`src/rtl/wb_forward_pipe.sv`:
```
// Write-back forwarding pipe: DEPTH in-flight results, youngest-match operand bypass.
// Latency: an accepted entry with its data ready retires on rf_we after DEPTH shift cycles.
// Backpressure: issue_ready drops on a stalled tail (pending load in oldest stage) or an operand hazard.
//
// Optional feature macro: RVIBE_WB_FORWARD_EN
//   defined   - ready in-flight results are bypassed onto rs_data
//   undefined - any in-flight match stalls issue until that entry retires; rs_data = rf_rdata
//
// Ports:
//   clk, rst_n                   clock, synchronous active-low reset
//   issue_valid/issue_ready      producer handshake for a write-back entry
//   issue_we/rd/data/data_rdy    entry payload; data_rdy=0 marks a load with late data
//   ld_valid, ld_data            late load data for the single pending entry
//   rs_addr, rs_used, rf_rdata   per-read-port address, enable, raw register-file data
//   rs_data                      per-read-port forwarded operand
//   rf_we, rf_waddr, rf_wdata    register-file write port (oldest stage retiring)
//   occupancy                    number of valid entries in the pipe
module wb_forward_pipe #(
  parameter int XLEN  = 32,
  parameter int DEPTH = 2,
  parameter int NRP   = 2
) (
  input  logic                  clk,
  input  logic                  rst_n,
  input  logic                  issue_valid,
  output logic                  issue_ready,
  input  logic                  issue_we,
  input  logic [4:0]            issue_rd,
  input  logic [XLEN-1:0]       issue_data,
  input  logic                  issue_data_rdy,
  input  logic                  ld_valid,
  input  logic [XLEN-1:0]       ld_data,
  input  logic [NRP*5-1:0]      rs_addr,
  input  logic [NRP-1:0]        rs_used,
  input  logic [NRP*XLEN-1:0]   rf_rdata,
  output logic [NRP*XLEN-1:0]   rs_data,
  output logic                  rf_we,
  output logic [4:0]            rf_waddr,
  output logic [XLEN-1:0]       rf_wdata,
  output logic [3:0]            occupancy
);

  // Stage 0 is the youngest entry, stage DEPTH-1 the oldest.
  logic [DEPTH-1:0]            v_q, we_q, rdy_q;
  logic [DEPTH-1:0][4:0]       rd_q;
  logic [DEPTH-1:0][XLEN-1:0]  data_q;

  logic [DEPTH-1:0]            v_d, we_d, rdy_d;
  logic [DEPTH-1:0][4:0]       rd_d;
  logic [DEPTH-1:0][XLEN-1:0]  data_d;

  logic [DEPTH-1:0] pend_q;   // valid entry still waiting for load data
  logic [DEPTH-1:0] pend_d;   // old pending flag tracked to its post-shift slot
  logic             shift;
  logic             hazard;
  logic             port_pend;
  logic             accept;

  assign pend_q = v_q & ~rdy_q;

  // The whole pipe freezes only when the oldest entry cannot retire yet.
  assign shift       = ~(v_q[DEPTH-1] & ~rdy_q[DEPTH-1]);
  assign issue_ready = shift & ~hazard;
  assign accept      = issue_valid & issue_ready;

  // Operand lookup. Scanning oldest to youngest lets the last hit (youngest) win.
  always_comb begin
    // A second outstanding load is refused so ld_valid always has one unambiguous target.
    hazard    = ~issue_data_rdy & (|pend_q);
    rs_data   = rf_rdata;
    port_pend = 1'b0;
    for (int i = 0; i < NRP; i++) begin
      port_pend = 1'b0;
      for (int s = DEPTH-1; s >= 0; s--) begin
        if (rs_used[i] && v_q[s] && we_q[s] &&
            (rd_q[s] == rs_addr[i*5 +: 5]) && (rd_q[s] != 5'd0)) begin
`ifdef RVIBE_WB_FORWARD_EN
          port_pend = ~rdy_q[s];
          if (rdy_q[s]) rs_data[i*XLEN +: XLEN] = data_q[s];
          else          rs_data[i*XLEN +: XLEN] = rf_rdata[i*XLEN +: XLEN];
`else
          port_pend = 1'b1;
`endif
        end
      end
      hazard = hazard | port_pend;
    end
  end

  // Next-state: optional shift, then late load data lands wherever the old pending entry ends up.
  always_comb begin
    v_d    = v_q;
    we_d   = we_q;
    rdy_d  = rdy_q;
    rd_d   = rd_q;
    data_d = data_q;
    pend_d = pend_q;
    if (shift) begin
      for (int s = DEPTH-1; s > 0; s--) begin
        v_d[s]    = v_q[s-1];
        we_d[s]   = we_q[s-1];
        rdy_d[s]  = rdy_q[s-1];
        rd_d[s]   = rd_q[s-1];
        data_d[s] = data_q[s-1];
        pend_d[s] = pend_q[s-1];
      end
      v_d[0]    = accept;
      we_d[0]   = accept & issue_we;
      rd_d[0]   = accept ? issue_rd : 5'd0;
      rdy_d[0]  = ~accept | issue_data_rdy;
      data_d[0] = (accept && issue_data_rdy) ? issue_data : '0;
      // A load accepted this cycle is never the target of this cycle's ld_valid.
      pend_d[0] = 1'b0;
    end
    if (ld_valid) begin
      for (int s = 0; s < DEPTH; s++) begin
        if (pend_d[s]) begin
          data_d[s] = ld_data;
          rdy_d[s]  = 1'b1;
        end
      end
    end
  end

  always_ff @(posedge clk) begin
    if (!rst_n) begin
      v_q    <= '0;
      we_q   <= '0;
      rdy_q  <= '1;
      rd_q   <= '0;
      data_q <= '0;
    end else begin
      v_q    <= v_d;
      we_q   <= we_d;
      rdy_q  <= rdy_d;
      rd_q   <= rd_d;
      data_q <= data_d;
    end
  end

  assign rf_we    = shift & v_q[DEPTH-1] & we_q[DEPTH-1] & (rd_q[DEPTH-1] != 5'd0);
  assign rf_waddr = rd_q[DEPTH-1];
  assign rf_wdata = data_q[DEPTH-1];

  always_comb begin
    occupancy = 4'd0;
    for (int s = 0; s < DEPTH; s++) occupancy = occupancy + {3'b000, v_q[s]};
  end

endmodule

```
`config.mk`:
```
export PLATFORM = sky130hd
export DESIGN_NAME = wb_forward_pipe
export DESIGN_NICKNAME = d
export VERILOG_FILES = /design/src/rtl/wb_forward_pipe.sv
export SDC_FILE = /design/constraint.sdc
export NUM_CORES = 1
export LEC_CHECK = 0
export BUFFER_PORTS_ARGS = -buffer_cell sky130_fd_sc_hd__buf_2
export CAP_MARGIN = 20
export CORE_MARGIN = 1.5
export CORE_UTILIZATION = 42
export CTS_CLUSTER_DIAMETER = 120
export DETAILED_ROUTE_END_ITERATION = 8
export GPL_ROUTABILITY_DRIVEN = 0
export HOLD_SLACK_MARGIN = 0.06
export PLACE_DENSITY = 0.75
export SETUP_SLACK_MARGIN = 0.1
export SLEW_MARGIN = 20
export SYNTH_ARGS = -nofsm -noshare
export SYNTH_HDL_FRONTEND = slang
export SYNTH_SLANG_ARGS = --single-unit
```
`constraint.sdc`:
```
create_clock -name clk -period 2.4 [get_ports clk]
set_input_delay 0.24 -clock clk [delete_from_list [all_inputs] [get_ports clk]]
set_output_delay 0.24 -clock clk [all_outputs]
set_load 0.05 [all_outputs]
```
==> flow_summary_export.csv, run 1 <==
group,metric,value,unit
run_status,status,"completed",
power_and_ir_drop,p_sw_frac,0.2579,
setup_path,arrival,2050,ps
global_routing,antenna_found_initial,0,
setup_path,cp_cell_sequence,"or3_1 > o311a_1 > a221o_1 > nor2_2 > buf_6",
global_routing,grt_pass1_wl,20700,um
cts,clkLatencyLatePin,330,ps
cts,htree_levels,3,
die,dieWidth,112.9,um
cts,holdBufCountCts,0,
drt,drtAntennaViolNets,0,
sta,fin_skew,5.830,ps
global_routing,overflow,0,
min_path,min_path_type,"in -> reg",
cts,cts_tree,"built",
power_and_ir_drop,comb_power_share,0.119,
global_routing,grt_use_total,0.2004,
yosys,synth_xor_area_frac,0.03454,
yosys,syn_inst,653,
cts,cts-root-buf,"clkbuf_16",
sta,min_period,2292,ps
setup_path,cp_max_fo,5,
sta,fin_tns_setup,0,ps
cts,cts.sinks,80,
yosys,synth_compound_area_frac,0.2776,
setup_path,cp-start-kind,"flip-flop",
power_and_ir_drop,clkPwrFrac,0.422,
sta,setup_viol,0,
power_and_ir_drop,finalPower,0.003035,W
yosys,synth_edf_count,0,
yosys,synth_ff_type,"dfxtp_1",
setup_path,cp_slowest_cell,"or3_1",
drt,drc,0,
power_and_ir_drop,p_leak,2.657,nW
power_and_ir_drop,power.net_switching,0.0007829,W
yosys,synth-warning-count,0,
placed_design,place.port_buffers,127,
sta,drv_slew,0,
die,core_area,0.01161,sq mm
yosys,avgSynthCellArea,7.766,sq um
sta,max_slew.worst_pin.slew,748.3,ps
yosys,synth_fa_ha_area_frac,0.002467,
cts,cts_buffers,9,
drt,routed_wirelength,12930,um
final_layout,fin_nets,799,
cts,cts.reportedPaths.clkPinSlew,60,ps
yosys,async_flop_share,0,
drt,drtIter0Drc,323,
yosys,post_synth_and_or_nand_nor_area_fraction,0.1707,
die,initial_core_util,0.4367,
setup_path,required,2160,ps
power_and_ir_drop,power.density,565.1,mW/mm^2
cts,cts.path.max_buffers,2,
yosys,yosysUniqueCellTypes,36,
final_layout,final_layout_size_suffix_gt1_frac,0.2535,
die,io_pins,258,
yosys,synth_top_family_by_area,"compound AO/OA/AOI/OAI gates",
drt,vias_per_cell,5.631,
yosys,ys_seq_area_frac,0.3158,
sta,period_share,0.9550,
power_and_ir_drop,power_frac_seq,0.459,
power_and_ir_drop,peakVddDrop,289.1,uV
final_layout,diodes,0,
setup_path,criticalPathCategory,"reg -> out",
global_routing,grt_max_degree,66,
drt,wire_per_inst,16.28,um
sta,hold_viol,0,
sta,timing.fmax,436.3,MHz
setup_path,end_kind,"output port",
global_routing,grt_pass1_vias,4304,
setup_path,cp_top_family,"compound AO/OA/AOI/OAI gates",
run,drv_cap,0,
setup_path,cp_num_buf_inv,1,
yosys,synth_area,0.005071,sq mm
placed_design,hpwl,8872,um
die,fp-row-count,39,
sta,rsz0062_at_grt,"yes",
yosys,synthMuxAreaShare,0,
sta,slew_headroom,0.4992,
setup_path,cp_slowest_stage_delay,390,ps
drt,vias,4471,
drt,first_pass_iters,5,
power_and_ir_drop,internal-power,0.002252,W
die,die_h,112.9,um
die,die-area,0.01274,sq mm
yosys,ys_ff_latch,80,
final_layout,syn_to_final_growth,5.921,%
-- synth_stat cells (3+ instances only) --
| library cell | n | area (sq um) |
|---|---|---|
| o21ai_0 | 61 | 305.3 |
| o2111a_1 | 32 | 360.4 |
| nand3_1 | 40 | 200.2 |
| buf_4 | 103 | 773.2 |
| clkbuf_1 | 51 | 191.4 |
| buf_1 | 3 | 11.26 |
| nor2_1 | 3 | 11.26 |
| xnor2_1 | 12 | 105.1 |
| xor2_1 | 8 | 70.07 |
| dfxtp_1 | 80 | 1602 |
| and2_1 | 3 | 18.77 |
| a21boi_0 | 6 | 45.04 |
| o31ai_1 | 7 | 52.55 |
| nand2_1 | 152 | 570.6 |
| o211a_1 | 32 | 320.3 |
| o21ai_1 | 4 | 20.02 |
| o211ai_1 | 32 | 240.2 |
-- area by class of cell --
class | instances | area [sq um]
sequential | 80 | 1604
multi-input combinational | 412 | 2512
clock inverter | 3 | 17.52
inverter | 2 | 7.507
fill | 1159 | 6242
timing repair buffer | 142 | 794.5
clock buffer | 12 | 256.5
tap | 143 | 178.9
-- worst reg2reg max path, cell delays in order (launching register included) --
cell     delay (ps)
dfxtp_2         360
or3_1           390
o311a_1         300
a221o_1         350
buf_4           160
buf_4           210
o31ai_1         260
-- metrics by stage --
step / util / hold WS, ps / cells / cell area [sq um] / setup slack [ps]
global route: 0.4625 / 174.0 / 794 / 5371 / 64.66
global placement: 0.4362 / 472.2 / 778 / 5066 / 338.6
finish: 0.4625 / 183.9 / 794 / 5371 / 108.0
floorplan: - / 396.4 / 654 / 5077 / 188.2
CTS: 0.4615 / 158.1 / 794 / 5360 / 88.02
detailed placement: 0.4362 / 480.3 / 778 / 5066 / 275.4
-- repair_timing --
| item | in CTS | in global routing |
|---|---|---|
| gates resized for setup | 4 | 4 |
| setup endpoints to repair | 2 | 2 |
| pin swaps | 1 | 0 |
| setup buffers | 1 | 0 |
| endpoints found under the hold margin | 0 | 0 |
-- layout by cell type (no fill, tap or decap), drive strengths merged, types with 3 or more instances in the layout --
cell    count
nand2     152
buf       142
dfxtp      80
o21ai      65
nand3      40
o211ai     33
o211a      32
o2111a     32
xnor2      12
clkbuf     12
xor2        8
o31ai       7
a21boi      6
and2        3
nor2        3
-- metal layers --
layer / up-vias / track usage / part of all wire
li1: 2181 / - / -
met1: 2048 / 0.2412 / 0.42
met2: 195 / 0.3341 / 0.48
met3: 47 / 0.03749 / 0.068
met4: 0 / 0.1200 / 0.034
met5: - / 0 / 0
-- power groups by stage --
stage	Sequential, W	Combinational, W	Clock [W]
CTS	0.00139	0.000361	0.00132
global route	0.00140	0.000390	0.00136
floorplan	0.00142	0.000519	0
global placement	0.00142	0.000348	0
finish	0.00139	0.000361	0.00128
detailed placement	0.00142	0.000358	0
-- cell families after synthesis --
group           count (synthesis)
flops                          80
buf+inv                       162
simple gates                  208
fa+ha+maj                       1
other cells                     1
compound gates                181
xor+xnor                       20
-- sequential cells by signal, summed over array words and instances, names as in the netlist --
signal / flops
v_q: 2
rdy_q: 2
rd_q: 5
we_q: 2
rf_waddr: 5
data_q: 32
rf_wdata: 32
-- final timing paths --
path,start,end,slack (ps),depth (start not counted)
min,ld_data[30],rf_wdata[30]$_SDFF_PN0_,180,2
max,rd_q[4]$_SDFFE_PN0P_,issue_ready,110,5
max reg2reg,rd_q[4]$_SDFFE_PN0P_,rd_q[4]$_SDFFE_PN0P_,280,6
min reg2reg,we_q[0]$_SDFFE_PN0P_,we_q[0]$_SDFFE_PN0P_,480,2
Note: power is estimated with default switching activity, not from simulation.
==> run 2: changes to the inputs <==
--- a/config.mk
+++ b/config.mk
@@ -13,7 +13,7 @@
 export DETAILED_ROUTE_END_ITERATION = 8
 export GPL_ROUTABILITY_DRIVEN = 0
 export HOLD_SLACK_MARGIN = 0.06
-export PLACE_DENSITY = 0.75
+export PLACE_DENSITY_LB_ADDON = 0.08
 export SETUP_SLACK_MARGIN = 0.1
 export SLEW_MARGIN = 20
 export SYNTH_ARGS = -nofsm -noshare
==> flow_summary_export.csv, run 2 (synthesis gave the netlist of run 1 again) <==
group,metric,value,unit
global_routing,grt_use_total,0.2151,
die,dieWidth,112.9,um
power_and_ir_drop,p_leak,2.657,nW
placed_design,post-place-ws,364.6,ps
die,die-area,0.01274,sq mm
final_layout,layout_common_cells,"152 x nand2_1, 125 x buf_2, 80 x dfxtp_1",
drt,drtIter0Drc,379,
cts,cts.path.max_buffers,2,
placed_design,place.port_buffers,127,
run_status,status,"completed",
cts,htree_levels,3,
final_layout,syn_to_final_growth,6.316,%
die,fp-row-count,39,
die,initial_core_util,0.4367,
final_layout,final_common_cell,"nand2_1",
drt,vias,4491,
setup_path,criticalPathCategory,"reg -> out",
drt,drtAntennaViolNets,0,
sta,slew_headroom,0.4823,
sta,setup_viol,0,
global_routing,antenna_found_initial,1,
cts,cts.sinks,80,
setup_path,cp_slowest_cell,"or3_1",
die,die_h,112.9,um
cts,cts_buffers,9,
drt,routed_wirelength,14010,um
cts,cts_tree,"built",
run,drv_cap,0,
placed_design,place_area,0.005104,sq mm
global_routing,overflow,0,
cts,cts.reportedPaths.clkPinSlew,60,ps
cts,clkLatencyLatePin,330,ps
global_routing,grt_max_degree,58,
sta,timing.fmax,442.8,MHz
die,core_area,0.01161,sq mm
global_routing,use_met3,0.04553,
sta,max_slew.worst_pin.slew,773.6,ps
setup_path,arrival,2020,ps
sta,whs,179.1,ps
placed_design,hpwl,9680,um
setup_path,cp_top_family,"compound AO/OA/AOI/OAI gates",
cts,cts-root-buf,"clkbuf_16",
setup_path,required,2160,ps
global_routing,use_met1,0.2663,
final_layout,fin_nets,803,
final_layout,diodes,0,
global_routing,grtUsageMet2,0.3671,
global_routing,grt_pass1_wl,21790,um
sta,fin_tns_setup,0,ps
sta,rsz0062_at_grt,"yes",
setup_path,cp-start-kind,"flip-flop",
setup_path,cp_slowest_stage_delay,390,ps
sta,drv_slew,0,
cts,holdBufCountCts,0,
power_and_ir_drop,power.density,554.7,mW/mm^2
setup_path,cp_num_buf_inv,1,
sta,min_period,2258,ps
setup_path,end_kind,"output port",
min_path,min_path_type,"in -> reg",
power_and_ir_drop,peakVddDrop,230.6,uV
drt,first_pass_iters,5,
sta,fin_skew,4.234,ps
setup_path,cp_cell_sequence,"or3_1 > o311a_1 > a221o_1 > nor2_2 > buf_6",
final_layout,final_util,0.4642,
die,io_pins,258,
sta,hold_viol,0,
final_layout,final_layout_size_suffix_gt1_frac,0.2523,
sta,period_share,0.9409,
drt,wire_per_inst,17.58,um
global_routing,top_usage_layer,"met2",
setup_path,cp_max_fo,5,
drt,drc,0,
drt,vias_per_cell,5.635,
final_layout,final_area,0.005391,sq mm
global_routing,grt_pass1_vias,4163,
sta,layout_setup_ws,141.8,ps
## run 2: changes by cell type in the layout (fill, tap and decap cells not counted), moves of 2 or more
cell / change
clkbuf_1: +2
buf_4: +4
dfxtp_1: +2
dfxtp_2: -2
## run 2: final timing paths
check / startpoint / end / slack, ps / cells after the start
setup / recovery: rd_q[4]$_SDFFE_PN0P_ / issue_ready / 140 / 5
hold / removal: ld_data[17] / rf_wdata[17]$_SDFF_PN0_ / 180 / 2
setup reg to reg: rd_q[4]$_SDFFE_PN0P_ / rdy_q[0]$_SDFF_PN1_ / 390 / 5
hold reg to reg: we_q[0]$_SDFFE_PN0P_ / we_q[0]$_SDFFE_PN0P_ / 490 / 2
## run 2: area by class of cell
cell class / instances / area [sq um]
fillers: 1180 / 6222
clock inverters: 1 / 5.005
multi-input cells: 412 / 2529
clock buffers: 13 / 250.2
repair buffers: 146 / 819.5
well taps: 143 / 178.9
inverters: 2 / 7.507
flip-flops and latches: 80 / 1602
## run 2: what timing repair did
action / CTS / global route
pin swaps: 0 / 2
resized for setup: 2 / 5
hold endpoints to repair: 0 / 0
setup endpoints to repair: 2 / 2
gates cloned: 0 / 0
setup buffers: 0 / 0
## run 2: layer usage
metal | wire [um] | part of all wire
met2 | 6915 | 0.49
met5 | 10 | 0.00071
met4 | 226 | 0.016
met3 | 976 | 0.070
met1 | 5884 | 0.42
## run 2: power breakdown
group / internal [W] / switching, W
Clock: 0.000717 / 0.000513
Combinational: 0.000140 / 0.000227
Sequential: 0.00137 / 0.0000270
Total: 0.00222 / 0.000767
## run 2: worst register-to-register path: cells and delay by family (launching register included)
kind                   cells  cell delay, ps
AO/OA/AOI/OAI              3             940
buffers and inverters      1             220
flip-flops                 1             360
AND/OR/NAND/NOR            1             390
## run 2: stage by stage
step                total power (W)  std cells
finish                     0.002990        797
detailed placement         0.001787        783
global route               0.003117        797
CTS                        0.003027        797
global placement           0.001782        783
floorplan                  0.001935        654
==> run 3: changes to the inputs <==
==> constraint.sdc (replaced) <==
create_clock -name clk -period 1.9 [get_ports clk]
set_input_delay 0.19 -clock clk [delete_from_list [all_inputs] [get_ports clk]]
set_output_delay 0.19 -clock clk [all_outputs]
set_load 0.05 [all_outputs]
==> flow_summary_export.csv, run 3 (synthesis gave the netlist of run 1 again) <==
group,metric,value,unit
global_routing,grt_max_degree,56,
sta,drv_slew,0,
cts,cts.path.max_buffers,2,
power_and_ir_drop,p_leak,2.840,nW
final_layout,final_common_cell,"nand2_1",
die,die-area,0.01274,sq mm
die,dieWidth,112.9,um
sta,period_share,1.122,
setup_path,cp_cell_sequence,"or3_1 > o311a_1 > a221o_2 > nor2_4 > buf_8",
power_and_ir_drop,peakVddDrop,336.2,uV
setup_path,cp-start-kind,"flip-flop",
power_and_ir_drop,finalPower,0.003840,W
final_layout,seq_area,0.001603,sq mm
cts,cts.sinks,80,
drt,routed_wirelength,14190,um
global_routing,grt_pass1_wl,22310,um
sta,fin_tns_setup,-3884,ps
placed_design,place.port_buffers,127,
global_routing,grt_pass1_vias,4327,
die,core_area,0.01161,sq mm
drt,vias_per_cell,5.579,
placed_design,post-place-ws,-14.08,ps
cts,holdBufCountCts,0,
setup_path,required,1710,ps
drt,vias,4530,
global_routing,antenna_found_initial,1,
drt,first_pass_iters,4,
cts,clkLatencyLatePin,330,ps
cts,cts_buffers,9,
die,initial_core_util,0.4367,
sta,hold_viol,0,
die,die_h,112.9,um
sta,rsz0062_at_grt,"yes",
global_routing,grt_use_total,0.2175,
run_status,violations,"setup timing",
setup_path,arrival,1940,ps
power_and_ir_drop,power.density,670.5,mW/mm^2
setup_path,end_kind,"output port",
setup_path,cp_slowest_stage_delay,390,ps
global_routing,overflow,0,
sta,setup_viol,30,
cts,htree_levels,3,
drt,drc,0,
setup_path,criticalPathCategory,"reg -> out",
final_layout,syn_to_final_growth,12.93,%
setup_path,cp_num_buf_inv,1,
sta,timing.fmax,469.0,MHz
final_layout,layout_common_cells,"151 x nand2_1, 124 x buf_2, 79 x dfxtp_1",
drt,wire_per_inst,17.48,um
sta,min_period,2132,ps
run_status,status,"complete, but fails checks",
placed_design,hpwl,9747,um
die,fp-row-count,39,
setup_path,cp_top_family,"compound AO/OA/AOI/OAI gates",
cts,cts.reportedPaths.clkPinSlew,60,ps
sta,whs,132.1,ps
final_layout,fillers,1184,
drt,drtAntennaViolNets,0,
min_path,min_path_type,"in -> reg",
final_layout,fin_nets,819,
setup_path,cp_max_fo,2,
setup_path,cp_slowest_cell,"a221o_2",
die,io_pins,258,
final_layout,final_layout_size_suffix_gt1_frac,0.3079,
sta,layout_setup_ws,-232.4,ps
final_layout,diodes,0,
cts,cts-root-buf,"clkbuf_16",
sta,fin_skew,5.714,ps
cts,cts_tree,"built",
drt,drtIter0Drc,238,
final_layout,multi_input_area,0.002639,sq mm
run,drv_cap,0,
run 3: cell type report:
| cell class | count | share of cell area |
|---|---|---|
| clock buffers | 12 | 0.04479 |
| flip-flops and latches | 80 | 0.2799 |
| inverters | 2 | 0.001311 |
| multi-input cells | 412 | 0.4608 |
| repair buffers | 162 | 0.1811 |
| clock inverters | 1 | 0.0008739 |
| well taps | 143 | 0.03124 |
run 3: worst paths after layout:
kind	from	to	slack [ps]	depth (start not counted)
worst max register to register	rd_q[4]$_SDFFE_PN0P_	data_q[20]$_SDFF_PN0_	-220	7
worst min register to register	rdy_q[0]$_SDFF_PN1_	rdy_q[1]$_SDFF_PN1_	500	2
worst max-delay path	rd_q[4]$_SDFFE_PN0P_	issue_ready	-230	5
worst min-delay path	ld_data[15]	rf_wdata[15]$_SDFF_PN0_	130	2
run 3: metal layers:
metal	global-route usage	up-vias	routed length [um]
met3	0.04017	40	850
met1	0.2731	2119	6073
met2	0.3683	147	6905
met4	0.09083	2	351
met5	0	-	13
li1	-	2222	-
run 3: what timing repair did:
| item | CTS | global route |
|---|---|---|
| resized for setup | 48 | 15 |
| endpoints found under the setup margin | 41 | 42 |
| gates cloned | 1 | 0 |
| pin swaps | 2 | 1 |
| setup buffers | 1 | 0 |
run 3: stage by stage:
| step | std cells | cell area (sq um) | util |
|---|---|---|---|
| CTS | 812 | 5658 | 0.4872 |
| global placement | 797 | 5278 | 0.4544 |
| detailed placement | 797 | 5278 | 0.4544 |
| finish | 812 | 5727 | 0.4931 |
| global route | 812 | 5727 | 0.4931 |
| floorplan | 654 | 5090 | - |
run 3: power breakdown:
group,total [W],internal [W],switching (W)
combinational,0.000498,0.000198,0.000300
sequential,0.00176,0.00173,0.0000300
clock,0.00159,0.000933,0.000652
